`src/rtl/modulo_escalonador_buffer_rolhas_if.sv`:
```
// Handshake and counter bus between the operator/capping logic and the cork buffer sequencer.
interface modulo_escalonador_buffer_rolhas_if;
   logic       enable;
   logic       op_req;
   logic [6:0] op_qtd;
   logic       sel_ved;
   logic       op_ack;
   logic       op_err;
   logic [6:0] sec_cnt;
   logic [4:0] pri_cnt;
   logic       ro;
   logic       busy;
   logic [1:0] estado;

   // Requester side: drives commands, observes counters and pulses.
   modport master (
      output enable, op_req, op_qtd, sel_ved,
      input  op_ack, op_err, sec_cnt, pri_cnt, ro, busy, estado
   );

   // Sequencer side.
   modport slave (
      input  enable, op_req, op_qtd, sel_ved,
      output op_ack, op_err, sec_cnt, pri_cnt, ro, busy, estado
   );
endinterface

```
`src/rtl/modulo_escalonador_buffer_rolhas.sv`:
```
// Round-robin arbiter/sequencer for the secondary and main cork buffers.
// Moves one cork per clock for operator loads (into secondary) and refill
// transfers (secondary -> main), and tracks main-buffer consumption.
module modulo_escalonador_buffer_rolhas #(
   parameter int unsigned SEC_MAX = 99,
   parameter int unsigned PRI_MAX = 20,
   parameter int unsigned PRI_MIN = 5,
   parameter int unsigned LOTE    = 15
) (
   input logic clk,
   input logic rst,
   modulo_escalonador_buffer_rolhas_if.slave bus
);

   localparam int unsigned SEC_W = 7;
   localparam int unsigned PRI_W = 5;
   localparam int unsigned REM_W = 7;
   localparam int unsigned SUM_W = 8;

   localparam logic [SEC_W-1:0] SEC_MAX_V = SEC_W'(SEC_MAX);
   localparam logic [PRI_W-1:0] PRI_MAX_V = PRI_W'(PRI_MAX);
   localparam logic [PRI_W-1:0] PRI_MIN_V = PRI_W'(PRI_MIN);
   localparam logic [SEC_W-1:0] LOTE_SEC  = SEC_W'(LOTE);
   localparam logic [REM_W-1:0] LOTE_REM  = REM_W'(LOTE);
   localparam logic [SUM_W-1:0] SEC_MAX_S = SUM_W'(SEC_MAX);

   typedef enum logic [1:0] {
      OCIOSO = 2'b00,
      CARGA  = 2'b01,
      TRANSF = 2'b10,
      INVAL  = 2'b11
   } estado_t;

   estado_t          r_estado,     w_estado_nxt;
   logic [SEC_W-1:0] r_sec_cnt,    w_sec_cnt_nxt;
   logic [PRI_W-1:0] r_pri_cnt,    w_pri_cnt_nxt;
   logic [REM_W-1:0] r_rem,        w_rem_nxt;
   logic             r_op_pend,    w_op_pend_nxt;
   logic [SEC_W-1:0] r_op_qtd,     w_op_qtd_nxt;
   logic             r_last_grant, w_last_grant_nxt;
   logic             r_op_ack,     w_op_ack_nxt;
   logic             r_op_err,     w_op_err_nxt;

   logic             w_tr_req;
   logic             w_grant_op;
   logic             w_grant_tr;
   logic             w_drop;
   logic             w_tr_step;
   logic             w_consume;
   logic [SUM_W-1:0] w_sum;

   // State and datapath registers.
   always_ff @(posedge clk or posedge rst) begin
      if (rst) begin
         r_estado     <= OCIOSO;
         r_sec_cnt    <= '0;
         r_pri_cnt    <= '0;
         r_rem        <= '0;
         r_op_pend    <= 1'b0;
         r_op_qtd     <= '0;
         r_last_grant <= 1'b1;
         r_op_ack     <= 1'b0;
         r_op_err     <= 1'b0;
      end else begin
         r_estado     <= w_estado_nxt;
         r_sec_cnt    <= w_sec_cnt_nxt;
         r_pri_cnt    <= w_pri_cnt_nxt;
         r_rem        <= w_rem_nxt;
         r_op_pend    <= w_op_pend_nxt;
         r_op_qtd     <= w_op_qtd_nxt;
         r_last_grant <= w_last_grant_nxt;
         r_op_ack     <= w_op_ack_nxt;
         r_op_err     <= w_op_err_nxt;
      end
   end

   // Next-state: request capture, arbitration, cork stepping, consumption.
   always_comb begin
      w_estado_nxt     = r_estado;
      w_sec_cnt_nxt    = r_sec_cnt;
      w_pri_cnt_nxt    = r_pri_cnt;
      w_rem_nxt        = r_rem;
      w_op_pend_nxt    = r_op_pend;
      w_op_qtd_nxt     = r_op_qtd;
      w_last_grant_nxt = r_last_grant;
      w_op_ack_nxt     = 1'b0;
      w_op_err_nxt     = 1'b0;
      w_drop           = 1'b0;
      w_tr_step        = 1'b0;

      w_tr_req   = bus.enable && (r_pri_cnt <= PRI_MIN_V) && (r_sec_cnt >= LOTE_SEC);
      w_sum      = {1'b0, r_sec_cnt} + {1'b0, r_op_qtd};
      w_grant_op = r_op_pend && (!w_tr_req || r_last_grant);
      w_grant_tr = w_tr_req && (!r_op_pend || !r_last_grant);
      w_consume  = bus.sel_ved && (r_pri_cnt != '0);

      // A request is accepted only when nothing is queued and no load is running.
      if (bus.op_req) begin
         if (!r_op_pend && (r_estado != CARGA)) begin
            w_op_pend_nxt = 1'b1;
            w_op_qtd_nxt  = bus.op_qtd;
         end else begin
            w_drop = 1'b1;
         end
      end

      case (r_estado)
         OCIOSO: begin
            if (bus.enable) begin
               if (w_grant_op) begin
                  w_last_grant_nxt = 1'b0;
                  w_op_pend_nxt    = 1'b0;
                  if ((r_op_qtd == '0) || (w_sum > SEC_MAX_S)) begin
                     w_op_err_nxt = 1'b1;
                  end else begin
                     w_rem_nxt    = r_op_qtd;
                     w_estado_nxt = CARGA;
                  end
               end else if (w_grant_tr) begin
                  w_last_grant_nxt = 1'b1;
                  w_rem_nxt        = LOTE_REM;
                  w_estado_nxt     = TRANSF;
               end
            end
         end
         CARGA: begin
            if (!bus.enable) begin
               w_estado_nxt = OCIOSO;
               w_rem_nxt    = '0;
               w_op_err_nxt = 1'b1;
            end else begin
               if (r_sec_cnt < SEC_MAX_V) w_sec_cnt_nxt = r_sec_cnt + SEC_W'(1);
               if (r_rem != '0)           w_rem_nxt     = r_rem - REM_W'(1);
               if (r_rem <= REM_W'(1)) begin
                  w_estado_nxt = OCIOSO;
                  w_op_ack_nxt = 1'b1;
               end
            end
         end
         TRANSF: begin
            if (!bus.enable) begin
               w_estado_nxt = OCIOSO;
               w_rem_nxt    = '0;
            end else begin
               w_tr_step = 1'b1;
               if (r_sec_cnt != '0) w_sec_cnt_nxt = r_sec_cnt - SEC_W'(1);
               if (r_rem != '0)     w_rem_nxt     = r_rem - REM_W'(1);
               if (r_rem <= REM_W'(1)) w_estado_nxt = OCIOSO;
            end
         end
         default: begin
            w_estado_nxt = OCIOSO;
            w_rem_nxt    = '0;
         end
      endcase

      // A transfer move and a consumption in the same cycle cancel out.
      if (w_tr_step && !w_consume) begin
         if (r_pri_cnt < PRI_MAX_V) w_pri_cnt_nxt = r_pri_cnt + PRI_W'(1);
      end else if (!w_tr_step && w_consume) begin
         w_pri_cnt_nxt = r_pri_cnt - PRI_W'(1);
      end

      // The completion ack wins over a coincident dropped request so the two pulses never overlap.
      if (w_drop && !w_op_ack_nxt) w_op_err_nxt = 1'b1;
   end

   assign bus.op_ack  = r_op_ack;
   assign bus.op_err  = r_op_err;
   assign bus.sec_cnt = r_sec_cnt;
   assign bus.pri_cnt = r_pri_cnt;
   assign bus.ro      = (r_pri_cnt == '0);
   assign bus.busy    = (r_estado != OCIOSO);
   assign bus.estado  = r_estado;

endmodule

```
`src/flat_wrapper.sv`:
```
// flat-port wrapper written by rule: the top's interface ports become plain ports
module modulo_escalonador_buffer_rolhas_flat 
#(
   parameter int unsigned SEC_MAX = 99,
   parameter int unsigned PRI_MAX = 20,
   parameter int unsigned PRI_MIN = 5,
   parameter int unsigned LOTE    = 15
)
  (clk, rst, bus_enable, bus_op_req, bus_op_qtd, bus_sel_ved, bus_op_ack, bus_op_err, bus_sec_cnt, bus_pri_cnt, bus_ro, bus_busy, bus_estado);
  modulo_escalonador_buffer_rolhas_if bus_i ();
  input logic clk;
  input logic rst;
  input wire logic [$bits(bus_i.enable)-1:0] bus_enable;
  input wire logic [$bits(bus_i.op_req)-1:0] bus_op_req;
  input wire logic [$bits(bus_i.op_qtd)-1:0] bus_op_qtd;
  input wire logic [$bits(bus_i.sel_ved)-1:0] bus_sel_ved;
  output wire logic [$bits(bus_i.op_ack)-1:0] bus_op_ack;
  output wire logic [$bits(bus_i.op_err)-1:0] bus_op_err;
  output wire logic [$bits(bus_i.sec_cnt)-1:0] bus_sec_cnt;
  output wire logic [$bits(bus_i.pri_cnt)-1:0] bus_pri_cnt;
  output wire logic [$bits(bus_i.ro)-1:0] bus_ro;
  output wire logic [$bits(bus_i.busy)-1:0] bus_busy;
  output wire logic [$bits(bus_i.estado)-1:0] bus_estado;
  assign bus_i.enable = bus_enable;
  assign bus_i.op_req = bus_op_req;
  assign bus_i.op_qtd = bus_op_qtd;
  assign bus_i.sel_ved = bus_sel_ved;
  assign bus_op_ack = bus_i.op_ack;
  assign bus_op_err = bus_i.op_err;
  assign bus_sec_cnt = bus_i.sec_cnt;
  assign bus_pri_cnt = bus_i.pri_cnt;
  assign bus_ro = bus_i.ro;
  assign bus_busy = bus_i.busy;
  assign bus_estado = bus_i.estado;
  modulo_escalonador_buffer_rolhas #(.SEC_MAX(SEC_MAX), .PRI_MAX(PRI_MAX), .PRI_MIN(PRI_MIN), .LOTE(LOTE)) u_core (.clk(clk), .rst(rst), .bus(bus_i));
endmodule
```
`config.mk`:
```
export PLATFORM = sky130hd
export DESIGN_NAME = modulo_escalonador_buffer_rolhas_flat
export DESIGN_NICKNAME = d
export VERILOG_FILES = /design/src/rtl/modulo_escalonador_buffer_rolhas_if.sv /design/src/rtl/modulo_escalonador_buffer_rolhas.sv /design/src/flat_wrapper.sv
export SDC_FILE = /design/constraint.sdc
export NUM_CORES = 1
export LEC_CHECK = 0
export CORE_UTILIZATION = 56
export DETAILED_ROUTE_END_ITERATION = 8
export GPL_ROUTABILITY_DRIVEN = 0
export PLACE_DENSITY = 0.8
export SLEW_MARGIN = 20
export SYNTH_ARGS = -nofsm -noshare
export SYNTH_HDL_FRONTEND = slang
export SYNTH_SLANG_ARGS = --single-unit
```
`constraint.sdc`:
```
create_clock -name clk -period 3.41 [get_ports clk]
set_input_delay 0.341 -clock clk [delete_from_list [all_inputs] [get_ports clk]]
set_output_delay 0.341 -clock clk [all_outputs]
set_load 0.05 [all_outputs]
```
==> results of run 1 <==
==> kinds of logic after synthesis <==
logic type / share of synthesized area (%)
compound gates: 23.34
xor+xnor: 4.416
fa+ha+maj: 13.56
buf+inv: 2.839
flops: 33.70
mux: 7.203
simple gates: 14.93
==> cell type report <==
type,count,area [µm²]
Inverter,13,48.80
Fill cell,328,1207
Clock inverter,2,10.01
Clock buffer,6,82.58
Tap cell,50,62.56
Sequential cell,32,802.0
Multi-Input combinational cell,197,1510
Timing Repair Buffer,31,305.3
==> critical path: stages, from the launching register on <==
cell and delay [ns]:
dfrtp_1 0.47, ha_1 0.28, fa_1 0.44, a211oi_1 0.33, o211ai_1 0.16, nand3_1 0.13
nand2_2 0.08, o211ai_4 0.32, nor2_4 0.10, mux2_4 0.33
==> metal layers <==
| metal | vias up | share of wire, % | GRT usage, % | wire (µm) |
|---|---|---|---|---|
| met1 | 904 | 48 | 33.55 | 2399 |
| met2 | 57 | 46 | 39.50 | 2301 |
| met3 | 6 | 4.7 | 5.068 | 236 |
| li1 | 971 | - | - | - |
| met5 | - | 0 | 0 | 0 |
| met4 | 0 | 1.5 | 9.840 | 77 |
==> layout by cell type, fill, tap and decap left out, types with 2 or more instances in the layout <==
master / n
dfrtp_1: 31
clkdlybuf4s50_1: 29
a21oi_1: 26
nand2_1: 21
ha_1: 21
o21ai_0: 15
nor2_1: 15
inv_1: 13
mux2_2: 8
xor2_1: 6
a21o_1: 6
xnor2_1: 6
clkbuf_8: 6
nand3_1: 5
nor2b_1: 5
nor3_1: 4
mux2_4: 4
o31ai_1: 4
o41ai_1: 4
nor4_1: 3
fa_1: 3
a2111oi_0: 2
nand4_1: 2
nand2b_1: 2
o21a_1: 2
a31oi_1: 2
o211ai_1: 2
nor2_4: 2
clkinv_2: 2
buf_4: 2
==> registers in the layout, summed over array words and instances, names as in the netlist, 2 cells and up <==
register / cells
u_core.bus.pri_cnt: 5
u_core.r_rem: 7
u_core.bus.estado: 2
u_core.bus.sec_cnt: 7
u_core.r_op_qtd: 7
==> stage by stage <==
step	std cells	setup WS, ns
final	331	0.6666
after floorplan	247	0.6312
after global routing	331	0.4051
after detailed placement	323	0.6582
after CTS	331	0.6322
after global placement	323	0.7358
==> how the worst max path moves through the flow <==
stage	to	start	depth (start not counted)
final	u_core.r_rem[3]	u_core.bus.sec_cnt[0]	9
after global placement	u_core.bus.sec_cnt[6]	u_core.bus.estado[0]	11
after floorplan	u_core.r_rem[0]	u_core.bus.sec_cnt[0]	9
after global routing	u_core.bus.sec_cnt[6]	u_core.bus.estado[0]	11
after detailed placement	u_core.bus.sec_cnt[6]	u_core.bus.estado[0]	11
after CTS	u_core.bus.sec_cnt[6]	u_core.bus.estado[0]	11
==> results.cfg, run 1 <==
[die]
design.die.area_mm2 = 0.004515
die_y_um = 67.19
die_w_um = 67.19
io_pins = 30
initial_core_util_pct = 59.07
rows = 23
coreArea_mm2 = 0.004029

[worst_setup_path]
r2r-end = u_core.r_rem[3]
worstSetupPathType = flip-flop to flip-flop
cp.arrival_ns = 2.93
endpoint_kind = flip-flop
r2r-start = u_core.bus.sec_cnt[0]
cp_max_fo = 9
worst_setup_path_start_kind = flip-flop
worstPathRequired_ns = 3.60
reg2reg_slack_ns = 0.67
r2r_cells = 9

[sta]
setup_viol = 0
fin_crit_sh_pct = 80.45
fin_hold_ws_ns = 0.4230
worst_slew_pin_slew_ns = 0.8843
tns_ns = 0
maxSlewHeadroom_pct = 40.50
fin_crit_ns = 2.743
timing.final.hold_violations = 0
rsz0062_at_grt = false
fmax_mhz = 364.5
fin_skew_ns = 0.01328
final_max_slew_viol_count = 0

[synth]
yosysTopAreaCellShare_pct = 32.60
avgSynthCellArea_um2 = 9.635
synth_common_cells = dfrtp_1 (31), a21oi_1 (26), ha_1 (21), nand2_1 (21)
ys_warn_count = 0
synth-edff-count = 0
synth_seq_cells = 32
synth_top_cell_by_area = dfrtp_1
synthFlopType = dfrtp_1
yosysMostFrequentCell = dfrtp_1
synth_area_mm2 = 0.002380
synth_cell_types = 55
synth_cells = 247
synth.net_count = 283
synth-async-reset-ratio_pct = 100.0
synth.yosys.seq_area_share_pct = 33.70
ys_top_cells_by_area = dfrtp_1 (33%), ha_1 (11%), a21oi_1 (5.5%), mux2_2 (3.8%), nand2_1 (3.3%)

[clock_tree]
cts_root_buf = clkbuf_8
cts_resized = 0
clock_latency_ns = 0.30
cts_tree = done
cts.sinks = 32
cts_inserted_buffers = 5
postCtsHoldBufs = 0
postCtsSetupBuffers = 0
htreeDepth = 2
cts_buffer_depth = 2
clk_pin_slew_ns = 0.07

[cells_and_area]
diodes = 0
fin_nets = 316
area_delta_synth_final_pct = 18.56
final_area_mm2 = 0.002821
final_util_pct = 70.03
drive_gt1_share_pct = 11.74

[grt]
grt_pass1_wl_um = 8314
grt_max_degree = 33
grt_pass1_vias = 1821
overflow = 0
antenna_found_initial = 0
track_usage_pct = 25.03

[route]
vias = 1938
dr.pass1.iters = 4
viasPerCell = 5.855
drt-total-wl_um = 5014
wl_per_cell_um = 15.15
final_antenna_net_count = 0
first_iter_violations = 132
drc_errors = 0

[status]
status = finished, final reports clean

[place]
place_area_mm2 = 0.002729
hpwl_um = 3676
port_buffers = 29

[job]
max_cap_viol_count = 0

[hold_path]
hp-class = input pin to asynchronous set/reset pin
Power of run 1 is not shown: default switching activity piles up to over one toggle a cycle in this logic, so the estimate is an artifact.
==> run 2, diff against run 1 <==
--- a/config.mk
+++ b/config.mk
@@ -5,10 +5,10 @@
 export SDC_FILE = /design/constraint.sdc
 export NUM_CORES = 1
 export LEC_CHECK = 0
-export CORE_UTILIZATION = 56
+export CORE_UTILIZATION = 50
 export DETAILED_ROUTE_END_ITERATION = 8
 export GPL_ROUTABILITY_DRIVEN = 0
-export PLACE_DENSITY = 0.8
+export PLACE_DENSITY = 0.76
 export SLEW_MARGIN = 20
 export SYNTH_ARGS = -nofsm -noshare
 export SYNTH_HDL_FRONTEND = slang
==> constraint.sdc (replaced) <==
create_clock -name clk -period 2.3 [get_ports clk]
set_input_delay 0.23 -clock clk [delete_from_list [all_inputs] [get_ports clk]]
set_output_delay 0.23 -clock clk [all_outputs]
set_load 0.05 [all_outputs]
==> results.cfg, run 2 (synthesis results as in run 1) <==
[status]
status = finished, violations left
violations = design-rule violations, negative setup slack

[sta]
fin_skew_ns = 0.008565
setup_ws_ns = -0.09487
tns_ns = -0.5223
fmax_mhz = 417.6
worst_slew_pin_slew_ns = 0.5104
maxSlewHeadroom_pct = 65.92
final_max_slew_viol_count = 0
setup_viol = 8
fin_hold_ws_ns = 0.3230
fin_crit_sh_pct = 104.1
rsz0062_at_grt = true
fin_crit_ns = 2.395
timing.final.hold_violations = 0

[worst_setup_path]
worstPathRequired_ns = 2.47
reg2reg_slack_ns = -0.09
cp_max_fo = 4
endpoint_kind = flip-flop
worst_setup_path_start_kind = flip-flop
worstSetupPathType = flip-flop to flip-flop
cp.arrival_ns = 2.57

[cells_and_area]
final_common_cell = buf_4
final_cell_mix = buf_4 (44), clkdlybuf4s50_1 (27), a21oi_1 (23), nand2_1 (21), dfrtp_1 (19)
fill_cells = 315
area_delta_synth_final_pct = 42.90
drive_gt1_share_pct = 36.92
instances_no_fill = 377
fin_nets = 360
diodes = 0

[route]
vias = 2191
final_antenna_net_count = 0
viasPerCell = 5.812
dr.pass1.iters = 6
drc_errors = 6
wl_per_cell_um = 16.01
drt-total-wl_um = 6035
first_iter_violations = 127

[die]
rows = 24
io_pins = 30
design.die.area_mm2 = 0.005040
die_w_um = 70.99
die_y_um = 70.99
initial_core_util_pct = 53.19
coreArea_mm2 = 0.004474

[job]
max_cap_viol_count = 0

[place]
hpwl_um = 4276
port_buffers = 29
dp.cells = 361

[clock_tree]
cts_buffer_depth = 2
postCtsHoldBufs = 0
cts_root_buf = clkbuf_8
clock_latency_ns = 0.29
htreeDepth = 2
cts_tree = done
cts_inserted_buffers = 5
cts.sinks = 32
clk_pin_slew_ns = 0.07

[hold_path]
hp-class = input pin to asynchronous set/reset pin

[grt]
track_usage_pct = 24.76
grt_pass1_wl_um = 9701
antenna_found_initial = 0
grt_max_degree = 33
grt_pass1_vias = 2068
overflow = 0
-- run 2: cell count changes in the layout (fill, tap and decap cells not counted), sizes merged --
cell / previous run / this run
buf: 2 / 47
clkbuf: 6 / 8
clkdlybuf4s50: 29 / 27
clkinv: 2 / 0
dlymetal6s2s: 0 / 1
-- run 2: path summary, 6_finish.rpt --
check	to	cells after the start	from
max	u_core.r_rem[0]	9	u_core.bus.sec_cnt[0]
min	u_core.bus.pri_cnt[1]	3	rst
max reg2reg	u_core.r_rem[0]	9	u_core.bus.sec_cnt[0]
min in group clk	u_core.r_last_grant	2	u_core.r_last_grant
max in group asynchronous	u_core.bus.sec_cnt[0]	3	rst
min reg2reg	u_core.r_last_grant	2	u_core.r_last_grant
-- run 2: stage by stage --
stage | util (%) | cell area [µm²] | setup slack (ns)
finish | 76.01 | 3401 | -0.09487
global route | 76.01 | 3401 | -0.1785
CTS | 73.04 | 3268 | -0.06771
detailed placement | 70.16 | 3139 | -0.09700
global placement | 70.16 | 3139 | -0.05229
floorplan | - | 2507 | -0.2066
-- run 2: timing repair --
item / in CTS / in global routing
cloned: 0 / 0
setup endpoints to repair: 10 / 12
resized for setup: 4 / 17
pin swaps: 2 / 8
setup buffers: 2 / 6
-- run 2: layout make-up --
class / count / area (µm²) / share of cell area (%)
flip-flops and latches: 32 / 819.5 / 24.10
inverters: 13 / 48.80 / 1.435
well taps: 52 / 65.06 / 1.913
clock buffers: 8 / 100.1 / 2.943
multi-input cells: 197 / 1703 / 50.07
repair buffers: 75 / 664.4 / 19.54
-- run 2: metal layers --
layer / track usage, % / up-vias / wire length (µm)
li1: - / 1068 / -
met1: 32.09 / 1044 / 2568
met2: 40.92 / 65 / 3073
met3: 6.268 / 14 / 285
met4: 7.556 / 0 / 107
met5: 0 / - / 0
-- run 2: worst max-delay path, stage by stage, from the launching register on --
cell and delay (ns):
dfrtp_4 0.49, ha_4 0.17, fa_2 0.37, nor2_2 0.12, o21a_1 0.15, a31oi_2 0.06, o32ai_4 0.28, o211ai_4 0.15
nor2_4 0.19, mux2_4 0.31
Power of run 2 is left out for the same reason.
==> run 3, diff against run 2 <==
--- a/config.mk
+++ b/config.mk
@@ -8,7 +8,8 @@
 export CORE_UTILIZATION = 50
 export DETAILED_ROUTE_END_ITERATION = 8
 export GPL_ROUTABILITY_DRIVEN = 0
-export PLACE_DENSITY = 0.76
+export PLACE_DENSITY = 0.81
+export SKIP_LAST_GASP = 1
 export SLEW_MARGIN = 20
 export SYNTH_ARGS = -nofsm -noshare
 export SYNTH_HDL_FRONTEND = slang
==> results.cfg, run 3 (synthesis results as in run 1) <==
[status]
violations = design-rule violations, negative setup slack
status = finished, violations left

[cells_and_area]
area_delta_synth_final_pct = 43.01
drive_gt1_share_pct = 36.31
final_common_cell = buf_4
fin_nets = 360
instances_no_fill = 377
final_cell_mix = buf_4 (46), clkdlybuf4s50_1 (28), a21oi_1 (24), nand2_1 (21), dfrtp_1 (19)
diodes = 0

[route]
vias = 2138
viasPerCell = 5.671
dr.pass1.iters = 6
first_iter_violations = 106
final_antenna_net_count = 0
drc_errors = 2
drt-total-wl_um = 5956
wl_per_cell_um = 15.80

[grt]
grt-busiest-layer = met2
met3_usage_pct = 4.416
grt_pass1_wl_um = 9991
overflow = 0
grt_pass1_vias = 2173
antenna_found_initial = 0
track_usage_pct = 25.35
grt_max_degree = 33
use_met1_pct = 32.00
met2_usage_pct = 44.44

[place]
port_buffers = 29
dp.cells = 359
hpwl_um = 4319

[worst_setup_path]
crit_chain = ha_4 > fa_2 > nor2_2 > o21a_1 > a31oi_2 > o32ai_4 > o211ai_4 > nor2_4 > mux2_4
worstPathRequired_ns = 2.47
slowest_delay_ns = 0.49
cp_max_fo = 4
worstSetupPathType = flip-flop to flip-flop
crit_path_top_delay_cell = dfrtp_4
cp.arrival_ns = 2.55
endpoint_kind = flip-flop
cpLargestDelayFamily = compound AO/OA/AOI/OAI gates
worst_setup_path_start_kind = flip-flop
cp_num_buf_inv = 0

[clock_tree]
cts.sinks = 32
htreeDepth = 2
cts_tree = done
cts_root_buf = clkbuf_8
clk_pin_slew_ns = 0.07
cts_inserted_buffers = 5
cts_buffer_depth = 2
clock_latency_ns = 0.28

[hold_path]
hp-class = input pin to asynchronous set/reset pin

[die]
io_pins = 30
design.die.area_mm2 = 0.005040
coreArea_mm2 = 0.004474
die_w_um = 70.99
rows = 24
die_y_um = 70.99
initial_core_util_pct = 53.19

[sta]
setup_viol = 9
fin_crit_ns = 2.384
tns_ns = -0.5030
timing.final.hold_violations = 0
fmax_mhz = 419.5
final_max_slew_viol_count = 0
setup_ws_ns = -0.08357
maxSlewHeadroom_pct = 66.55
rsz0062_at_grt = true
fin_skew_ns = 0.005407
fin_crit_sh_pct = 103.6
worst_slew_pin_slew_ns = 0.5002

[job]
max_cap_viol_count = 0
run 3: changes by cell type in the layout (fill, tap and decap cells not counted), sizes merged:
| cell | previous run | this run |
|---|---|---|
| clkdlybuf4s50 | 27 | 28 |
| bufinv | 0 | 1 |
| clkbuf | 8 | 7 |
| dlymetal6s2s | 1 | 0 |
run 3: timing repair:
action,CTS,global route
setup buffers,7,3
hold buffers,0,0
pin swaps,7,4
endpoints found under the setup margin,10,13
gates resized for setup,8,11
run 3: per-layer routing:
| metal | wire, µm | vias to the layer above |
|---|---|---|
| met5 | 0 | - |
| met4 | 61 | 0 |
| met3 | 218 | 8 |
| met2 | 2974 | 52 |
| met1 | 2702 | 1014 |
| li1 | - | 1064 |
run 3: worst paths after layout:
path	from	end	slack, ns	depth (start not counted)
max	u_core.bus.sec_cnt[0]	u_core.r_rem[1]	-0.08	9
min	rst	u_core.bus.pri_cnt[1]	0.33	3
max reg2reg	u_core.bus.sec_cnt[0]	u_core.r_rem[1]	-0.08	9
min reg2reg	u_core.r_last_grant	u_core.r_last_grant	0.51	2
max in group asynchronous	rst	u_core.r_last_grant	1.65	3
min in group clk	u_core.r_last_grant	u_core.r_last_grant	0.51	2
run 3: layout make-up:
class                           count  area [µm²]
Multi-Input combinational cell    197        1707
Sequential cell                    32       819.5
Inverter                           13       48.80
Tap cell                           52       65.06
Clock buffer                        7       96.34
Fill cell                         302        1071
Timing Repair Buffer               75       636.9
Clock inverter                      1       30.03
run 3: metrics by stage:
step	instance area (µm²)	setup WS [ns]	util [%]	hold slack [ns]
global route	3403	-0.1846	76.06	0.3895
CTS	3326	-0.09081	74.33	0.3381
global placement	3112	-0.02233	69.55	0.4855
floorplan	2507	-0.2066	-	0.3447
detailed placement	3112	-0.1152	69.55	0.4997
finish	3403	-0.08357	76.06	0.3257
run 3: worst reg2reg max path, cell delays in order, from the launching register on:
cell	delay, ns
dfrtp_4	0.49
ha_4	0.17
fa_2	0.37
nor2_2	0.12
o21a_1	0.14
a31oi_2	0.05
o32ai_4	0.29
o211ai_4	0.14
nor2_4	0.18
mux2_4	0.32
Power of run 3 is left out for the same reason.
